==> config.mk <==
export PLATFORM = sky130hd
export DESIGN_NAME = sha2_w_expander_stream
export DESIGN_NICKNAME = d
export VERILOG_FILES = /design/src/rtl/sha2_w_expander_stream.sv
export SDC_FILE = /design/constraint.sdc
export NUM_CORES = 1
export LEC_CHECK = 0
export ABC_AREA = 0
export BUFFER_PORTS_ARGS = -buffer_cell sky130_fd_sc_hd__buf_4
export CAP_MARGIN = 20
export CORE_ASPECT_RATIO = 1.25
export CORE_MARGIN = 8
export CORE_UTILIZATION = 40
export DETAILED_ROUTE_END_ITERATION = 7
export MAX_ROUTING_LAYER = met4
export PLACE_DENSITY = 0.68
export SLEW_MARGIN = 40
export SYNTH_ARGS = -nofsm -noshare
export SYNTH_HDL_FRONTEND = slang
export SYNTH_SLANG_ARGS = --single-unit
==> constraint.sdc <==
create_clock -name CLK -period 3.78 [get_ports CLK]
set_clock_uncertainty 0.1 [all_clocks]
set_input_delay 0.756 -clock CLK [delete_from_list [all_inputs] [get_ports CLK]]
set_output_delay 0.756 -clock CLK [all_outputs]
set_load 0.005 [all_outputs]
==> src/rtl/sha2_w_expander_stream.sv <==
// Streaming SHA-2 message-schedule expander.
// Accepts one 16-word block and emits W0..W(NUM_W-1), one word per handshake.
// WIDTH=32 gives the SHA-256 schedule (64 words) and enables the double-SHA256
// padding modes. WIDTH=64 gives the SHA-512 schedule (80 words) and ignores mode.
module sha2_w_expander_stream #(
    parameter int WIDTH = 32
) (
    input  logic                 CLK,
    input  logic                 RST,
    input  logic                 in_valid,
    output logic                 in_ready,
    input  logic [1:0]           mode,
    input  logic [16*WIDTH-1:0]  block_in,
    output logic                 out_valid,
    input  logic                 out_ready,
    output logic [WIDTH-1:0]     out_w,
    output logic [6:0]           out_idx,
    output logic                 out_last,
    output logic                 busy
);

    localparam int         NUM_W    = (WIDTH == 64) ? 80 : 64;
    localparam logic [6:0] LAST_IDX = 7'(NUM_W - 1);

    // Rotation / shift amounts of the small sigma functions for each word size.
    localparam int S0_R1 = (WIDTH == 64) ? 1  : 7;
    localparam int S0_R2 = (WIDTH == 64) ? 8  : 18;
    localparam int S0_SH = (WIDTH == 64) ? 7  : 3;
    localparam int S1_R1 = (WIDTH == 64) ? 19 : 17;
    localparam int S1_R2 = (WIDTH == 64) ? 61 : 19;
    localparam int S1_SH = (WIDTH == 64) ? 6  : 10;

    // Constant words of the double-SHA256 padding (only used when WIDTH=32).
    localparam logic [WIDTH-1:0] PAD_ONE    = WIDTH'(32'h8000_0000);
    localparam logic [WIDTH-1:0] LEN_DIGEST = WIDTH'(32'h0000_0100);
    localparam logic [WIDTH-1:0] LEN_TAIL   = WIDTH'(32'h0000_0280);

    localparam logic [0:0] S_IDLE = 1'b0;
    localparam logic [0:0] S_EMIT = 1'b1;

    logic [0:0]       state;
    logic [WIDTH-1:0] win [16];
    logic [6:0]       idx;
    logic [WIDTH-1:0] next_w;
    logic             load;
    logic             advance;

    function automatic logic [WIDTH-1:0] rotr(input logic [WIDTH-1:0] x, input int n);
        logic [2*WIDTH-1:0] d;
        d = {x, x} >> n;
        return d[WIDTH-1:0];
    endfunction

    function automatic logic [WIDTH-1:0] sig0(input logic [WIDTH-1:0] x);
        return rotr(x, S0_R1) ^ rotr(x, S0_R2) ^ (x >> S0_SH);
    endfunction

    function automatic logic [WIDTH-1:0] sig1(input logic [WIDTH-1:0] x);
        return rotr(x, S1_R1) ^ rotr(x, S1_R2) ^ (x >> S1_SH);
    endfunction

    // Word i of a freshly loaded window, with padding words substituted by mode.
    function automatic logic [WIDTH-1:0] load_word(input int i,
                                                   input logic [16*WIDTH-1:0] blk,
                                                   input logic [1:0] m);
        logic [WIDTH-1:0] w;
        w = blk[(15 - i)*WIDTH +: WIDTH];
        if (WIDTH == 32) begin
            if (m == 2'd1 && i >= 8)
                w = (i == 8) ? PAD_ONE : ((i == 15) ? LEN_DIGEST : '0);
            else if (m == 2'd2 && i >= 4)
                w = (i == 4) ? PAD_ONE : ((i == 15) ? LEN_TAIL : '0);
        end
        return w;
    endfunction

    assign out_valid = (state == S_EMIT);
    assign busy      = (state == S_EMIT);
    assign out_w     = win[0];
    assign out_idx   = idx;
    assign out_last  = (state == S_EMIT) && (idx == LAST_IDX);
    assign in_ready  = (state == S_IDLE) || (out_last && out_ready);
    assign load      = in_valid && in_ready;
    assign advance   = out_valid && out_ready;

    // Schedule recurrence producing the word that enters the top of the window.
    always_comb begin
        next_w = sig1(win[14]) + win[9] + sig0(win[1]) + win[0];
    end

    // Window, index and FSM: load wins over advance so blocks chain with no bubble.
    always_ff @(posedge CLK or negedge RST) begin
        if (!RST) begin
            state <= S_IDLE;
            idx   <= '0;
            for (int i = 0; i < 16; i++) win[i] <= '0;
        end else if (load) begin
            state <= S_EMIT;
            idx   <= '0;
            for (int i = 0; i < 16; i++) win[i] <= load_word(i, block_in, mode);
        end else if (advance) begin
            for (int i = 0; i < 15; i++) win[i] <= win[i+1];
            win[15] <= next_w;
            idx     <= idx + 7'd1;
            if (out_last) state <= S_IDLE;
        end
    end

endmodule
==> flow_summary.yaml <==
cts:
  root_buffer: "clkbuf_16"
  cts_tree: "yes"
  cts.sinks: 520
  path_clk_slew_ns: 0.06
  cts.htree.levels: 2
  insertion_delay_ns: 0.63
  clk_path_buf_depth: 3
  numCtsBuffers: 54
setup_path:
  worst-path-buf-inv: 1
  cpPeakStageDelay_ns: 0.49
  path_max_fanout: 3
  start_kind: "register"
  required_ns: 4.19
  crit_family: "compound AO/OA/AOI/OAI gates"
  crit_path_top_delay_cell: "fa_1"
  path_cells: "xor2_1 > xnor2_1 > fa_1 > inv_2 > fa_2 > ha_4 > a21oi_2 > o211ai_1 > and3b_2 > o21ai_4 > a2111oi_4 > o221ai_1 > o31ai_1"
  arrival_ns: 4.53
  path_class: "reg2reg"
  worstSetupEndpointType: "register"
placement:
  gp_congestion: 0.958
  port_buffers: 560
  placedCellCount: 4760
  pre_cts_ws_ns: -0.286
  dp_hpwl_um: 96600
global_route:
  track_usage_pct: 31.0
  grt_pass1_vias: 27100
  antenna_found_initial: 23
  grt_max_degree: 178
  grt_pass1_wl_um: 179000
  overflow: 0
job:
  max-cap-violations: 0
timing:
  setup_slack_ns: -0.342
  final_hold_viol_count: 0
  setup_viol: 18
  rsz0062_at_grt: "true"
  finalCritPeriodShare_pct: 109
  finalSetupTns_ns: -2.59
  finalMaxSlewViolations: 0
  min_period_ns: 4.12
  relSlewSlack_pct: 43.7
  fmax_mhz: 243
  worst_slew_pin_slew_ns: 0.844
route:
  avgViaCountPerCell: 5.56
  via_count: 27200
  ant_nets: 0
  drtIter0Drc: 2903
  drc_errors: 0
  routedWlPerCell_um: 25.4
  wirelength_um: 125000
  drt_first_pass_iters: 8
finish:
  fin_nets: 4502
  synthToLayoutAreaGrowth_pct: 30.7
  utilization_pct: 52.7
  final_common_cell: "buf_4"
  drive_above_1_share_pct: 26.3
  fin_cells: 4904
  final_cell_mix: "buf_4, nor2_1, nand2_1, dfrtp_1, a31oi_1"
  nFillCells: 6663
synthesis:
  synth_ff_type: "dfrtp_1"
  yosysSeqAreaShare_pct: 45.6
  synth_area_um2: 28600
  syn_inst: 3351
  ys_types: 71
  synth_edf_count: 0
  synth_nets: 3963
  synth_seq_cells: 520
  async_reset_ff_share_pct: 100
  postSynthAreaPerCell_um2: 8.52
  ys_warn_count: 0
floorplan:
  core_area_um2: 70800
  die_h_um: 315
  die_w_um: 255
  start_util_pct: 40.4
  ios: 561
  num_rows: 109
  die_area_um2: 80300
power_and_ir_drop:
  finalPower_uw: 48100
  ir_drop_uv: 1020
  powerDensity_nw_per_um2: 1290
  leakagePower_uw: 0.0167
outcome:
  outcome: "finished, violations left"
  violations: "negative setup slack"
hold_path:
  hold_class: "in2async"
-- report_power, final --
part           switching, µW  internal (µW)  total [µW]
sequential              1260           7040        8290
clock                   2430           3190        5620
combinational          18400          15800       34200
total                  22100          26000       48100
-- path summary, 6_finish.rpt --
| kind | cells past startpoint | start | slack (ns) | end |
|---|---|---|---|---|
| hold / removal | 1 | RST | 0.05 | win[17] |
| max in group asynchronous | 2 | RST | 2.50 | win[437] |
| min in group CLK | 3 | block_in[291] | 0.28 | win[291] |
| setup / recovery | 13 | win[52] | -0.34 | win[31] |
| hold reg to reg | 2 | win[5] | 0.40 | win[5] |
| setup reg to reg | 13 | win[52] | -0.34 | win[31] |
-- per-stage QoR --
step / cell area, µm² / hold WS (ns)
floorplan: 28600 / 0.350
global placement: 34600 / 0.366
detailed placement: 34600 / 0.387
CTS: 36900 / 0.0362
global route: 37300 / 0.0683
finish: 37300 / 0.0506
-- layer usage --
layer	global-route usage, %	vias to the layer above	share of wire [%]
met2	48.3	1210	47
met4	14.7	0	5.4
met5	-	-	0
met1	39.7	13400	40
li1	-	12500	-
met3	4.49	203	7.0
-- cell usage after synthesis, types with 4 or more instances --
library cell	instances	area (µm²)
o21a_1	6	45.0
fa_1	62	1240
or3_1	5	31.3
a31oi_1	364	2280
nor3_1	9	45.0
a32oi_1	4	35.0
a21oi_1	54	270
buf_4	51	383
buf_2	54	270
nor2b_1	6	37.5
buf_6	12	135
xor2_1	56	490
nand2_1	529	1990
buf_1	22	82.6
o211ai_1	5	37.5
inv_1	127	477
a211oi_1	9	67.6
nand4_1	7	43.8
xnor2_1	90	788
nand3_1	232	1160
dfrtp_1	520	13000
nor2_1	649	2440
a22oi_1	8	60.1
a221oi_1	127	1110
nand2b_1	4	25.0
o21ai_1	5	25.0
a311oi_1	4	35.0
o21ai_0	29	145
ha_1	32	400
a21o_1	6	45.0
clkbuf_1	203	762
-- logic make-up (layout without fill, tap and decap cells) --
| family | after synthesis | count (layout) | share of synthesized area, % |
|---|---|---|---|
| simple gates | 1462 | 1462 | 20.8 |
| compound gates | 657 | 657 | 15.9 |
| flops | 520 | 520 | 45.6 |
| buf+inv | 469 | 1052 | 7.38 |
| xor+xnor | 146 | 146 | 4.48 |
| fa+ha+maj | 96 | 96 | 5.82 |
| mux | 1 | 1 | 0.0350 |
| other cells | 0 | 27 | 0 |
-- what timing repair did --
action                     CTS  global route
resized for setup           65            67
pin swaps                   51            62
gates cloned                 0             0
buffers inserted             7            12
setup endpoints to repair   22            24
hold buffers                 0             0
-- registers in the layout, indices dropped and copies added, names as in the netlist --
| signal | cells |
|---|---|
| out_idx | 7 |
| out_w | 32 |
| busy | 1 |
| win | 480 |
-- final cells by class --
class	count	area (µm²)	share of cell area, %
Sequential cell	520	13000	34.9
Clock buffer	78	1570	4.21
Timing Repair Buffer	825	6570	17.6
Clock inverter	22	284	0.761
Antenna cell	27	67.6	0.181
Inverter	127	477	1.28
Multi-Input combinational cell	2362	14200	37.9
Tap cell	943	1180	3.16
Power figures use the tool's default switching activity.
